[src/rtl/pulse_to_level_array_if.sv]
// Event-capture bus: pulse/enable/clear/ack requests in, sticky levels, encoder and counters out.
// Pure wiring bundle; adds no latency.
// No backpressure: the block accepts an event on every channel in every cycle.
interface pulse_to_level_array_if #(
    parameter int N     = 8,
    parameter int CNT_W = 4
);
    localparam int IDX_W = (N > 1) ? $clog2(N) : 1;

    logic [N-1:0]       pulse;
    logic [N-1:0]       enable;
    logic [N-1:0]       clear;
    logic               ack;
    logic [N-1:0]       level;
    logic               any_level;
    logic               first_vld;
    logic [IDX_W-1:0]   first_idx;
    logic [N*CNT_W-1:0] hit_cnt;

    // Event source / status consumer side
    modport master (
        output pulse, enable, clear, ack,
        input  level, any_level, first_vld, first_idx, hit_cnt
    );

    // Capture block side
    modport slave (
        input  pulse, enable, clear, ack,
        output level, any_level, first_vld, first_idx, hit_cnt
    );
endinterface

[src/rtl/pulse_to_level_array.sv]
// N-channel sticky event capture: masked (optionally edge-qualified) pulses set held levels and saturating counters.
// Latency: event or clear/ack sampled at edge t is visible in cycle t+1; first_idx/first_vld are combinational from level.
// No backpressure; set wins over clear. Optional macro AUTO_CLEAR_EN adds per-channel TIMEOUT-cycle auto-clear timers.
module pulse_to_level_array #(
    parameter int N        = 8,
    parameter int CNT_W    = 4,
    parameter int EDGE_DET = 0,
    parameter int TIMEOUT  = 16
) (
    input  logic                  clk,
    input  logic                  reset_n,
    pulse_to_level_array_if.slave bus
);
    localparam int              IDX_W   = (N > 1) ? $clog2(N) : 1;
    localparam logic [CNT_W-1:0] CNT_MAX = {CNT_W{1'b1}};

    generate
        if (N < 1 || N > 32 || CNT_W < 1 || CNT_W > 16 || TIMEOUT < 1 || TIMEOUT > 65535) begin : g_bad_param
            $error("pulse_to_level_array: parameter out of legal range");
        end
    endgenerate

    logic [N-1:0]             level_q;
    logic [N-1:0]             level_d;
    logic [N-1:0][CNT_W-1:0]  cnt_q;
    logic [N-1:0][CNT_W-1:0]  cnt_d;
    logic [N-1:0]             ev;
    logic [N-1:0]             ack_sel;
    logic [N-1:0]             clr;
    logic [N-1:0]             expire;
    logic [IDX_W-1:0]         first_idx;

    generate
        if (EDGE_DET != 0) begin : g_edge
            logic [N-1:0] pulse_q;

            // Edge history follows the raw pulse regardless of enable, so a
            // pulse already high when enable rises is not treated as new.
            always_ff @(posedge clk or negedge reset_n) begin
                if (!reset_n) begin
                    pulse_q <= '0;
                end else begin
                    pulse_q <= bus.pulse;
                end
            end

            assign ev = bus.enable & bus.pulse & ~pulse_q;
        end else begin : g_level
            assign ev = bus.enable & bus.pulse;
        end
    endgenerate

    // Lowest set bit of level: x & (-x) isolates it; zero when nothing is pending,
    // which makes an ack with first_vld=0 a no-op without extra gating.
    assign ack_sel = {N{bus.ack}} & level_q & (~level_q + N'(1));
    assign clr     = bus.clear | ack_sel;

    // Priority encoder: lowest pending channel index, 0 when none pending
    always_comb begin
        first_idx = '0;
        for (int i = N - 1; i >= 0; i--) begin
            if (level_q[i]) begin
                first_idx = IDX_W'(i);
            end
        end
    end

`ifdef AUTO_CLEAR_EN
    localparam logic [15:0] TMR_LOAD = 16'(TIMEOUT);

    logic [N-1:0][15:0] tmr_q;
    logic [N-1:0][15:0] tmr_d;

    // Timer reloads on every event, counts down while the level is held,
    // and flags expiry on the 1->0 step so the level drops TIMEOUT cycles after the last event.
    always_comb begin
        tmr_d  = tmr_q;
        expire = '0;
        for (int i = 0; i < N; i++) begin
            expire[i] = level_q[i] & ~ev[i] & (tmr_q[i] == 16'd1);
            if (ev[i]) begin
                tmr_d[i] = TMR_LOAD;
            end else if (clr[i]) begin
                tmr_d[i] = '0;
            end else if (level_q[i] && tmr_q[i] != '0) begin
                tmr_d[i] = tmr_q[i] - 16'd1;
            end
        end
    end

    // Timer state
    always_ff @(posedge clk or negedge reset_n) begin
        if (!reset_n) begin
            tmr_q <= '0;
        end else begin
            tmr_q <= tmr_d;
        end
    end
`else
    assign expire = '0;
`endif

    // Per-channel next state: event sets and counts (wins over clear), clear/expiry zeroes, else hold
    always_comb begin
        level_d = level_q;
        cnt_d   = cnt_q;
        for (int i = 0; i < N; i++) begin
            if (ev[i]) begin
                level_d[i] = 1'b1;
                cnt_d[i]   = (cnt_q[i] == CNT_MAX) ? CNT_MAX : cnt_q[i] + CNT_W'(1);
            end else if (clr[i] || expire[i]) begin
                level_d[i] = 1'b0;
                cnt_d[i]   = '0;
            end
        end
    end

    // Level and counter state
    always_ff @(posedge clk or negedge reset_n) begin
        if (!reset_n) begin
            level_q <= '0;
            cnt_q   <= '0;
        end else begin
            level_q <= level_d;
            cnt_q   <= cnt_d;
        end
    end

    assign bus.level     = level_q;
    assign bus.any_level = |level_q;
    assign bus.first_vld = |level_q;
    assign bus.first_idx = first_idx;
    assign bus.hit_cnt   = cnt_q;

endmodule

[src/flat_wrapper.sv]
// flat-port wrapper written by rule: the top's interface ports become plain ports
module pulse_to_level_array_flat 
#(
    parameter int N        = 8,
    parameter int CNT_W    = 4,
    parameter int EDGE_DET = 0,
    parameter int TIMEOUT  = 16
)
  (clk, reset_n, bus_pulse, bus_enable, bus_clear, bus_ack, bus_level, bus_any_level, bus_first_vld, bus_first_idx, bus_hit_cnt);
  pulse_to_level_array_if #(.N(N), .CNT_W(CNT_W)) bus_i ();
  input  logic clk;
  input  logic reset_n;
  input wire logic [$bits(bus_i.pulse)-1:0] bus_pulse;
  input wire logic [$bits(bus_i.enable)-1:0] bus_enable;
  input wire logic [$bits(bus_i.clear)-1:0] bus_clear;
  input wire logic [$bits(bus_i.ack)-1:0] bus_ack;
  output wire logic [$bits(bus_i.level)-1:0] bus_level;
  output wire logic [$bits(bus_i.any_level)-1:0] bus_any_level;
  output wire logic [$bits(bus_i.first_vld)-1:0] bus_first_vld;
  output wire logic [$bits(bus_i.first_idx)-1:0] bus_first_idx;
  output wire logic [$bits(bus_i.hit_cnt)-1:0] bus_hit_cnt;
  assign bus_i.pulse = bus_pulse;
  assign bus_i.enable = bus_enable;
  assign bus_i.clear = bus_clear;
  assign bus_i.ack = bus_ack;
  assign bus_level = bus_i.level;
  assign bus_any_level = bus_i.any_level;
  assign bus_first_vld = bus_i.first_vld;
  assign bus_first_idx = bus_i.first_idx;
  assign bus_hit_cnt = bus_i.hit_cnt;
  pulse_to_level_array #(.N(N), .CNT_W(CNT_W), .EDGE_DET(EDGE_DET), .TIMEOUT(TIMEOUT)) u_core (.clk(clk), .reset_n(reset_n), .bus(bus_i));
endmodule
[config.mk]
export PLATFORM = sky130hd
export DESIGN_NAME = pulse_to_level_array_flat
export DESIGN_NICKNAME = d
export VERILOG_FILES = /design/src/rtl/pulse_to_level_array_if.sv /design/src/rtl/pulse_to_level_array.sv /design/src/flat_wrapper.sv
export SDC_FILE = /design/constraint.sdc
export NUM_CORES = 1
export LEC_CHECK = 0
export CAP_MARGIN = 20
export CORE_MARGIN = 10
export CORE_UTILIZATION = 25
export CTS_CLUSTER_DIAMETER = 30
export DETAILED_ROUTE_END_ITERATION = 8
export GPL_TIMING_DRIVEN = 0
export MAX_ROUTING_LAYER = met4
export PLACE_DENSITY = 0.53
export SYNTH_ARGS = -nofsm -noshare
export SYNTH_HDL_FRONTEND = slang
export SYNTH_SLANG_ARGS = --single-unit
[constraint.sdc]
create_clock -name clk -period 3.3 [get_ports clk]
set_clock_uncertainty 0.2 [all_clocks]
set_input_delay 0.495 -clock clk [delete_from_list [all_inputs] [get_ports clk]]
set_output_delay 0.495 -clock clk [all_outputs]
set_load 0.05 [all_outputs]
## Word-level counts from Yosys, hierarchy flattened

Index checks and enable logic that the tools add are counted.

- Output and inout bits: 45
- Bits in registers: 40
- Input port bits: 27

- Equality and inequality tests: 8
- $add $sub $neg: 9
- Reduce and logical (&&, ||, !) cells: 9
- Mux-type cells: 48
- Bitwise logic cells: 5

Operator list:

| cell | count |
|---|---|
| $mux 4 | 24 |
| $add 4x1->4 const B | 8 |
| $eq 4x4->1 const B | 8 |
| $and 8x8->8 | 3 |
| $mux 3 | 8 |
| $mux 1 | 16 |
| $reduce_bool 2->1 | 8 |
| $add 8x1->8 const B | 1 |
| $not 8->8 | 1 |
| $or 8x8->8 | 1 |
| $reduce_or 8->1 | 1 |

## Depth between registers and ports, before layout

- Depth after elaboration: 8
- Mapped depth: 5

## Worst setup path after synthesis

No wires, ideal clock.

- Kind: reg2out
- Start: register u_core.level_q[4] (netlist: u_core.bus.level[4])
- End: output bus_first_idx[1]
- Data arrival time: 2025 ps
- Buffers on the path: 0
- Cell stages (with the launch flop): 4
- Data required time: 2605 ps
- Path slack: 580 ps
- Path through: dfrtp_1 > nor2_1 > o21ai_0 > a21boi_0

- Longest elaborated chain between the ends: 5

RTL lines:

| item | line | text |
|---|---|---|
| start: declaration | pulse_to_level_array.sv:23 | `logic [N-1:0] level_q;` |
| start signal: assignment | pulse_to_level_array.sv:124 | `level_q <= level_d;` |
| $mux 3 (5 in a row) | pulse_to_level_array.sv:62 | `if (level_q[i]) begin` |
| end: declaration | flat_wrapper.sv:20 | `output wire logic [$bits(bus_i.first_idx)-1:0] bus_first_idx;` |

No other way between the ends.

## Worst setup path after layout

- Start: register u_core.level_q[2] (netlist: u_core.bus.level[2])
- End: output bus_first_idx[2]

- Longest elaborated chain between the ends: 3

RTL lines:

| item | line |
|---|---|
| $mux 3 (3 in a row) | pulse_to_level_array.sv:62 |

No other way between the ends.

==> flow_summary.html <==
<table>
<tr><th>Metric</th><th>Value</th></tr>
<tr><th colspan="2">Global routing</th></tr>
<tr><td>Antenna violations before repair</td><td>0</td></tr>
<tr><td>Global routing usage summed across all routing layers</td><td>0.102</td></tr>
<tr><td>First-pass GRT wire length</td><td>10.7 mm</td></tr>
<tr><td>Overflow left after global routing</td><td>0</td></tr>
<tr><td>Via count of the first global-routing pass</td><td>2067</td></tr>
<tr><td>Maximum number of pins on one net before global-route repair</td><td>22</td></tr>
<tr><th colspan="2">Yosys</th></tr>
<tr><td>Post-Syn Instances</td><td>225</td></tr>
<tr><td>Synth Register Bits</td><td>40</td></tr>
<tr><td>Share of synthesized registers carrying an async set or reset</td><td>1.00</td></tr>
<tr><td>Sequential element share of the synthesized area</td><td>0.463</td></tr>
<tr><td>Mean instance size in the synthesized netlist</td><td>9.61 um2</td></tr>
<tr><td>Post-synth design cell area</td><td>2160 um2</td></tr>
<tr><td>Number of synthesized flops with an enable pin</td><td>0</td></tr>
<tr><td>Top FF cell, synth</td><td>sky130_fd_sc_hd__dfrtp_1</td></tr>
<tr><td>Warnings from Yosys</td><td>0</td></tr>
<tr><td>Post-synthesis cell type count</td><td>39</td></tr>
<tr><td>Synthesized netlist net count</td><td>261</td></tr>
<tr><th colspan="2">Finish</th></tr>
<tr><td>Fraction of layout cells with a size suffix above 1</td><td>0.0621</td></tr>
<tr><td>Commonest non-fill, non-tap cell in the layout</td><td>sky130_fd_sc_hd__clkdlybuf4s50_1</td></tr>
<tr><td>Commonest non-fill, non-tap cells in the layout</td><td>sky130_fd_sc_hd__clkdlybuf4s50_1, sky130_fd_sc_hd__dfrtp_1, sky130_fd_sc_hd__nand2_1</td></tr>
<tr><td>Area of all placed cells without fillers</td><td>3130 um2</td></tr>
<tr><td>Post-Layout Cell Count</td><td>411</td></tr>
<tr><td>Final core area utilization</td><td>0.377</td></tr>
<tr><td>Relative area change from synthesis to final layout</td><td>44.6%</td></tr>
<tr><td>Inserted Diodes</td><td>0</td></tr>
<tr><td>Filler cells</td><td>830</td></tr>
<tr><td>Total Nets Final</td><td>341</td></tr>
<tr><th colspan="2">Critical path</th></tr>
<tr><td>Kind of start point of the critical path</td><td>flop</td></tr>
<tr><td>Data arrival at the endpoint of the critical path</td><td>2.21 ns</td></tr>
<tr><td>Family of cells with the greatest summed delay on the critical path</td><td>buffers and inverters</td></tr>
<tr><td>Max stage delay on crit path</td><td>0.85 ns</td></tr>
<tr><td>Type of the setup path with the least slack</td><td>reg -&gt; out</td></tr>
<tr><td>Buffers plus inverters on the worst setup path</td><td>1</td></tr>
<tr><td>Kind of capture point of the worst setup path</td><td>primary output</td></tr>
<tr><td>Crit path max fanout</td><td>5</td></tr>
<tr><td>Minimum setup slack among reg-to-reg paths</td><td>1.47 ns</td></tr>
<tr><td>Worst path slowest cell</td><td>sky130_fd_sc_hd__clkdlybuf4s50_1</td></tr>
<tr><td>Cell breakdown of the critical path</td><td>nor4_4 &gt; nor2b_1 &gt; clkdlybuf4s50_1</td></tr>
<tr><td>Required time at the endpoint of the critical path</td><td>2.60 ns</td></tr>
<tr><th colspan="2">Timing</th></tr>
<tr><td>Final Critical Period</td><td>2.90 ns</td></tr>
<tr><td>Relative slew margins</td><td>0.625</td></tr>
<tr><td>Unrepaired setup endpoints after global routing</td><td>false</td></tr>
<tr><td>Final hold violation count</td><td>0</td></tr>
<tr><td>Setup violations, final</td><td>0</td></tr>
<tr><td>Fmax</td><td>345 MHz</td></tr>
<tr><td>Setup total negative slack</td><td>0 ns</td></tr>
<tr><td>Share of the cycle needed by the critical path after routing</td><td>0.879</td></tr>
<tr><td>Worst Tran Pin Value</td><td>0.561 ns</td></tr>
<tr><td>Final slew viol count</td><td>0</td></tr>
<tr><th colspan="2">Placed design</th></tr>
<tr><td># placed instances</td><td>402</td></tr>
<tr><td>Port Buf Inserts</td><td>71</td></tr>
<tr><td>Post-place instance area</td><td>3030 um2</td></tr>
<tr><td>Half-perimeter wire length of the detailed placement result</td><td>4.98 mm</td></tr>
<tr><td>GPL Wtd Cong</td><td>0.793</td></tr>
<tr><th colspan="2">Floorplanning</th></tr>
<tr><td>Total Die Area</td><td>12800 um2</td></tr>
<tr><td>Width of the die</td><td>113 um</td></tr>
<tr><td>Standard-cell row count</td><td>33</td></tr>
<tr><td>Area of the core</td><td>8300 um2</td></tr>
<tr><td>Starting Density</td><td>0.261</td></tr>
<tr><td>Total I/O pin count</td><td>72</td></tr>
<tr><td>Vertical die dimension</td><td>113 um</td></tr>
<tr><th colspan="2">CTS</th></tr>
<tr><td>Clock latency reported for the late side of the worst-skew pair</td><td>0.29 ns</td></tr>
<tr><td>Register clock-pin slew on the reported worst setup and hold paths</td><td>0.07 ns</td></tr>
<tr><td>Number of clock buffers inserted by TritonCTS</td><td>5</td></tr>
<tr><td>Number of clock sinks</td><td>40</td></tr>
<tr><td>Bufs on Longest Clock Path</td><td>2</td></tr>
<tr><td>Root Driver</td><td>sky130_fd_sc_hd__clkbuf_8</td></tr>
<tr><td>Number of H-tree branching levels</td><td>2</td></tr>
<tr><td>TritonCTS clock tree</td><td>built</td></tr>
<tr><td>Post-CTS Setup Bufs</td><td>0</td></tr>
<tr><th colspan="2">Detailed routing</th></tr>
<tr><td>Via density per instance</td><td>5.09</td></tr>
<tr><td>DRT antenna net count</td><td>0</td></tr>
<tr><td>First-iteration detailed-routing DRC count</td><td>86</td></tr>
<tr><td>Pre-Repair DR Iteration Count</td><td>4</td></tr>
<tr><td>Vias after detailed routing</td><td>2090</td></tr>
<tr><td>Routed wirelength normalized by instance count</td><td>15.5 um</td></tr>
<tr><td>Detailed-route DRC error count</td><td>0</td></tr>
<tr><td>Final WL</td><td>6.38 mm</td></tr>
<tr><th colspan="2">Power and ir drop</th></tr>
<tr><td>Power density of the placed cells</td><td>414 nW/um2</td></tr>
<tr><td>Maximum vdd drop</td><td>0.000190 V</td></tr>
<tr><td>Static power due to leakage</td><td>1.27 nW</td></tr>
<tr><th colspan="2">Min path</th></tr>
<tr><td>Class of the most critical hold timing path</td><td>reg -&gt; reg</td></tr>
<tr><th colspan="2">Status</th></tr>
<tr><td>Result of the run</td><td>completed</td></tr>
<tr><th colspan="2">Run</th></tr>
<tr><td>Max-cap violation count</td><td>0</td></tr>
</table>
[worst register-to-register path, cell delays in order (launching register included)]
cell	delay (ns)
sky130_fd_sc_hd__dfrtp_1	0.47
sky130_fd_sc_hd__inv_1	0.12
sky130_fd_sc_hd__ha_1	0.23
sky130_fd_sc_hd__and2_4	0.18
sky130_fd_sc_hd__a41o_1	0.30
sky130_fd_sc_hd__a211oi_1	0.24
[worst paths after layout]
check                                           start                      to  depth (start not counted)
worst max-delay path              u_core.bus.level[2]        bus_first_idx[2]                          3
worst min-delay path            u_core.bus.hit_cnt[1]   u_core.bus.hit_cnt[1]                          2
worst max register to register    u_core.bus.level[0]  u_core.bus.hit_cnt[27]                          5
worst min register to register  u_core.bus.hit_cnt[1]   u_core.bus.hit_cnt[1]                          2
max in group asynchronous                     reset_n  u_core.bus.hit_cnt[25]                          3
min in group asynchronous                     reset_n  u_core.bus.hit_cnt[11]                          2
[kinds of logic (layout without fill, tap and decap cells)]
logic type,count (synthesis),after routing,share of synthesized area
adders and majority gates,9,9,0.0521
DFF,40,40,0.463
buffers and inverters,18,99,0.0330
AOI/OAI and AO/OA,89,89,0.285
and+or+nand+nor,69,69,0.167
[metal layers]
metal | GRT usage | vias to the layer above | part of all wire
li1 | - | 1027 | -
met2 | 0.151 | 55 | 0.46
met1 | 0.136 | 1003 | 0.49
met3 | 0.0264 | 5 | 0.048
met5 | - | - | 0
met4 | 0.0203 | 0 | 0.0066
[registers in the layout, indices dropped and copies added (netlist names)]
name                cells
u_core.bus.hit_cnt     32
u_core.bus.level        8
[cell type report]
cell class	instances	area (um2)	share of cell area
clock buffers	8	90.1	0.0288
multi-input cells	167	1090	0.349
well taps	105	131	0.0420
repair buffers	73	743	0.238
inverters	17	63.8	0.0204
plain buffers	1	7.51	0.00240
flip-flops and latches	40	1000	0.320
[synth_stat cells (all sizes together), types with 4 or more instances]
cell,n,share of area
dfrtp,40,0.46
nor3,5,0.012
o22ai,12,0.035
nor2,4,0.0069
a21oi,7,0.016
inv,17,0.029
o21ai,14,0.032
nor2b,5,0.014
a31oi,22,0.064
a211oi,10,0.039
nand2,29,0.050
nand3,10,0.023
ha,9,0.052
[timing repair]
action                                  CTS  global route
endpoints found under the setup margin    0             0
resized for setup                         0             0
hold buffers                              1             0
endpoints found under the hold margin    19             0
[report_power, final]
group	total, W	internal [W]	leakage (nW)	switching [W]
Combinational	0.000393	0.000148	0.698	0.000245
Sequential	0.000569	0.000521	0.532	0.0000475
Clock	0.000334	0.000171	0.0455	0.000164
Total	0.00130	0.000840	1.27	0.000456
[per-stage QoR]
step	power, W	worst slack [ns]	hold slack, ns
finish	0.00130	0.398	0.369
global route	0.00137	0.251	0.421
CTS	0.00132	0.371	0.364
detailed placement	0.000974	0.702	0.289
global placement	0.000968	0.372	0.325
floorplan	0.000807	0.580	-0.000591
No activity file was read; power rests on OpenSTA's default activity.
==> RTL change 1: new RTL, same flow settings <==
`N` is set to 8 in 3 places; all go to 16.
--- a/src/rtl/pulse_to_level_array_if.sv
+++ b/src/rtl/pulse_to_level_array_if.sv
@@ -3,5 +3,5 @@
 // No backpressure: the block accepts an event on every channel in every cycle.
 interface pulse_to_level_array_if #(
-    parameter int N     = 8,
+    parameter int N     = 16,
     parameter int CNT_W = 4
 );
--- a/src/rtl/pulse_to_level_array.sv
+++ b/src/rtl/pulse_to_level_array.sv
@@ -3,5 +3,5 @@
 // No backpressure; set wins over clear. Optional macro AUTO_CLEAR_EN adds per-channel TIMEOUT-cycle auto-clear timers.
 module pulse_to_level_array #(
-    parameter int N        = 8,
+    parameter int N        = 16,
     parameter int CNT_W    = 4,
     parameter int EDGE_DET = 0,
--- a/src/flat_wrapper.sv
+++ b/src/flat_wrapper.sv
@@ -2,5 +2,5 @@
 module pulse_to_level_array_flat 
 #(
-    parameter int N        = 8,
+    parameter int N        = 16,
     parameter int CNT_W    = 4,
     parameter int EDGE_DET = 0,
Interface: changed (6 resized); port bits go from 72 to 137. No check against the original RTL was run, so the function may have changed too.
==> RTL change 1 against the original RTL <==
- combinational power up 98%
- routed wire length up 130%
- worst setup slack worse by 280 ps
- area after synthesis up 100%
- global-route usage up 2.5 points
- synthesized cell count up 110%
- fmax down 8.8%
- cell area up 100%
- sequential cell count up 40
- power up 120%
- largest power group unchanged
==> RTL change 1: results (changes against the original RTL) <==
worst vdd ir=246 uV (was 190 uV); Worst-Margin Slew=689 ps (was 561 ps); crit path DAT=2490 ps (was 2210 ps); filler instances=1746 (was 830); vias per cell=5.05 (was 5.09); worst skew pair latency=340 ps (was 290 ps); Power Internal=1.86 mW (was 840 uW); R2R depth=7 (was 5); maximum number of pins on one net before global-route repair=42 (was 22); max incr delay on CP=870 ps (was 850 ps); first-pass GRT wire length=23.5 mm (was 10.7 mm); syn nets=550 (was 261); vias=4356 (was 2090); post-synthesis sequential area ratio=45.6% (was 46.3%); Syn Inst Count=482 (was 225); dpl cell area=6060 um^2 (was 3030 um^2); gr usage total=12.7% (was 10.2%); H-tree depth=3 (was 2); Routed WL per cell=16.7 um (was 15.5 um); I/O Buffers=136 (was 71); Util after Layout=36.9% (was 37.7%); Min-Delay Startpoint=u_core.bus.hit_cnt[32] (was u_core.bus.hit_cnt[1]); DP HPWL=11.3 mm (was 4.98 mm); WHS Endpoint=u_core.bus.hit_cnt[32] (was u_core.bus.hit_cnt[1]); DRT iter0 DRCs=236 (was 86); CTS buffer count=9 (was 5); gpl congestion=0.836 (was 0.793); placed cells=844 (was 402); vias in the first global route=4345 (was 2067); most frequent cells after synthesis=80 x dfrtp_1, 50 x a21oi_1, 46 x nand2_1, 40 x nor2_1, 31 x a31oi_1 (was 40 x dfrtp_1, 29 x nand2_1, 22 x a31oi_1, 17 x inv_1); CP Max Fanout=8 (was 5); hold slack=342 ps (was 369 ps); R2R Path Start=u_core.bus.level[1] (was u_core.bus.level[0]); flop-to-flop setup slack=880 ps (was 1470 ps); root buffer cell=clkbuf_16 (was clkbuf_8); outcome=finished, final reports clean (unchanged); share of cells above drive strength 1=5.35% (was 6.21%); RR Endpoint=u_core.bus.hit_cnt[43] (was u_core.bus.hit_cnt[27]); count of cell types in the netlist=50 (was 39)
-- RTL change 1: final cells by class --
class | instances | share of cell area (%)
Buffer | 11 | 0.847
Multi-Input combinational cell | 368 | 35.6
Sequential cell | 80 | 31.5
Tap cell | 225 | 4.43
Inverter | 23 | 1.36
Clock buffer | 11 | 3.82
Antenna cell | 1 | 0.0394
Timing Repair Buffer | 138 | 21.9
Clock inverter | 5 | 0.512
-- RTL change 1: worst max-delay path, delay by kind of cell, from the launching register on --
| family | cells | cell delay, ps |
|---|---|---|
| AOI/OAI and AO/OA | 3 | 680 |
| DFF | 1 | 390 |
| buffers and inverters | 2 | 1070 |
-- RTL change 1: worst max-delay path by stage --
stage,slack [ps],to,cells after the start
floorplan,90,bus_first_idx[0],5
global placement,-1670,u_core.bus.hit_cnt[11],1
detailed placement,100,bus_first_idx[3],5
CTS,100,bus_first_vld,5
global route,6,bus_first_idx[3],5
finish,120,bus_first_idx[1],5
-- RTL change 1: cell families (layout without fill, tap and decap cells) --
family                     count (synthesis)  in the layout  share of synthesized area, %
and+or+nand+nor                          184            184                          21.8
AOI/OAI and AO/OA                        165            165                          24.1
DFF                                       80             80                          45.6
buffers and inverters                     34            188                          3.19
adders and majority gates                 17             17                          4.85
muxes                                      2              2                         0.456
other                                      0              1                             0
-- RTL change 1: what timing repair did --
action,CTS,global route
gates resized for setup,6,3
endpoints found under the setup margin,5,2
hold endpoints to repair,40,0
hold buffers,1,0
pin swaps,0,0
-- RTL change 1: routing by layer --
| metal | vias up | share of wire, % | track usage, % |
|---|---|---|---|
| met5 | - | 0 | - |
| li1 | 2122 | - | - |
| met1 | 2092 | 46 | 15.7 |
| met4 | 0 | 2.6 | 5.40 |
| met2 | 123 | 46 | 19.3 |
| met3 | 19 | 5.4 | 3.08 |
-- RTL change 1: power groups by stage --
stage | Combinational [mW] | Sequential, mW | Clock, mW
5_1_grt | 0.845 | 1.15 | 1.03
3_3_place_gp | 0.770 | 1.15 | 0
2_1_floorplan | 0.247 | 1.36 | 0
6_report | 0.777 | 1.14 | 0.942
3_5_place_dp | 0.785 | 1.15 | 0
4_1_cts | 0.787 | 1.14 | 0.984
==> RTL change 2: new RTL, config.mk and constraints unchanged <==
Made on the original files. Put a register stage on the output `bus.any_level`. The value now appears one clock later.
--- a/src/rtl/pulse_to_level_array.sv
+++ b/src/rtl/pulse_to_level_array.sv
@@ -128,5 +128,7 @@
 
     assign bus.level     = level_q;
-    assign bus.any_level = |level_q;
+    always_ff @(posedge clk) begin
+        bus.any_level <= |level_q;
+    end
     assign bus.first_vld = |level_q;
     assign bus.first_idx = first_idx;
Formal check against the unedited RTL: not equivalent (Yosys sat finds a counterexample within 4 cycles, from zero or initial values and one cycle with reset_n low).
==> RTL change 2 against the original RTL <==
- die area is 0.47% higher
- worst setup slack better by 3.5 ps
- clock power is 4% lower
- area after synthesis is 0.58% higher
- power is 0.30% lower
- final cell count stayed put
- sequential cell count is 1 higher
- routed wire length is 0.19% lower
- cell area is 0.16% lower
==> RTL change 2: results (changes against the original RTL) <==
syn nets=261 (unchanged); Worst-Margin Slew=561 ps (about the same); filler instances=869 (was 830); I/O Buffers=71 (unchanged); DP HPWL=4.88 mm (was 4.98 mm); post-cts sizing count=0 (unchanged); dpl cell area=3030 um^2 (about the same); post-synthesis sequential area ratio=46.9% (was 46.3%); sequential cell count=41 (was 40); pre-CTS WS=703 ps (was 702 ps); root buffer cell=clkbuf_8 (unchanged); worst skew pair latency=290 ps (about the same); CP Max Fanout=5 (unchanged); hold crit path type=flip-flop to flip-flop (unchanged); initial antenna violation count=0 (unchanged); diode count=0 (unchanged); count of cell types in the netlist=39 (unchanged); gpl congestion=0.780 (was 0.793); nonclk buf count=73 (was 74); most frequent cells after synthesis=40 x dfrtp_1, 29 x nand2_1, 22 x a31oi_1, 17 x inv_1 (unchanged); WL final=6.37 mm (was 6.38 mm); max incr delay on CP=850 ps (about the same); clk buf depth=2 (unchanged); max reg flops=32 (unchanged); DRT iter0 DRCs=64 (was 86); #MultiIn Comb=167 (unchanged); drt pass-1 iters=4 (unchanged); CP max-delay cell=clkdlybuf4s50_1 (unchanged); first-pass GRT wire length=10.5 mm (was 10.7 mm); Clock-cell share=2.56% (was 2.88%); Seq/total area=32.7% (was 32.0%); nets=341 (unchanged); Post-CTS Setup Bufs=0 (unchanged); vias in the first global route=2015 (was 2067); share of cells above drive strength 1=5.56% (was 6.21%); gr usage total=10.1% (was 10.2%); cell leakage power=1.27 nW (about the same); outcome=finished, final reports clean (unchanged); Signal buf overhead=23.6% (was 24.0%); area occupied by multi-input gates=1090 um^2 (unchanged); synth top area cells=dfrtp_1 46%, a31oi_1 6.3%, ha_1 5.2% (was dfrtp_1 46%, a31oi_1 6.4%, ha_1 5.2%); clock-pin slew on the worst setup and hold paths=80 ps; Layout clock buffers=8 (unchanged); H-tree depth=2 (unchanged); Cell Rows=33 (unchanged); CTS buffer count=5 (unchanged); maximum number of pins on one net before global-route repair=38 (was 22); vias=2087 (was 2090); Ys Warns=0 (unchanged); hold_buf cts=1 (unchanged); worst vdd ir=171 uV (was 190 uV); ys async rst share=97.6% (was 100%); invs w/o clock=17 (unchanged); cell family contributing the most delay on the critical path=buffers and inverters (unchanged); crit path DAT=2200 ps
RTL change 2: cell types whose count changed after synthesis:
cell	change
dfxtp_1	+1
buf_4	-1
RTL change 2: cell families (layout without fill, tap and decap cells):
group | Yosys count | after routing | synth area share, %
adders and majority gates | 9 | 9 | 5.18
DFF | 41 | 41 | 46.9
AOI/OAI and AO/OA | 89 | 89 | 28.4
and+or+nand+nor | 69 | 69 | 16.6
buffers and inverters | 17 | 98 | 2.93
RTL change 2: power by group:
group / internal (mW) / total (mW) / switching (mW)
logic: 0.146 / 0.391 / 0.245
registers: 0.534 / 0.581 / 0.0470
clock network: 0.151 / 0.321 / 0.170
RTL change 2: layer usage:
layer,vias up,GRT usage (%),share of wire [%]
li1,1032,-,-
met1,998,13.5,49
met2,50,14.6,45
met3,7,2.85,5.4
met4,0,2.54,0.86
met5,-,-,0
RTL change 2: final timing paths:
| check | depth (start not counted) | from | slack (ps) | endpoint |
|---|---|---|---|---|
| max in group asynchronous | 3 | reset_n | 2150 | u_core.bus.level[5] |
| max | 3 | u_core.bus.level[3] | 400 | bus_first_idx[2] |
| min in group asynchronous | 2 | reset_n | 350 | u_core.bus.hit_cnt[0] |
| min reg2reg | 2 | u_core.bus.hit_cnt[1] | 340 | u_core.bus.hit_cnt[1] |
| min | 2 | u_core.bus.hit_cnt[1] | 340 | u_core.bus.hit_cnt[1] |
| max reg2reg | 5 | u_core.bus.level[1] | 1490 | u_core.bus.hit_cnt[27] |
RTL change 2: per-stage QoR:
step / cells / util, % / hold slack [ps]
2_1_floorplan: 225 / - / -0.591
3_3_place_gp: 401 / 36.2 / 330
3_5_place_dp: 402 / 36.4 / 115
4_1_cts: 411 / 37.4 / 340
5_1_grt: 411 / 37.4 / 366
6_report: 411 / 37.4 / 337
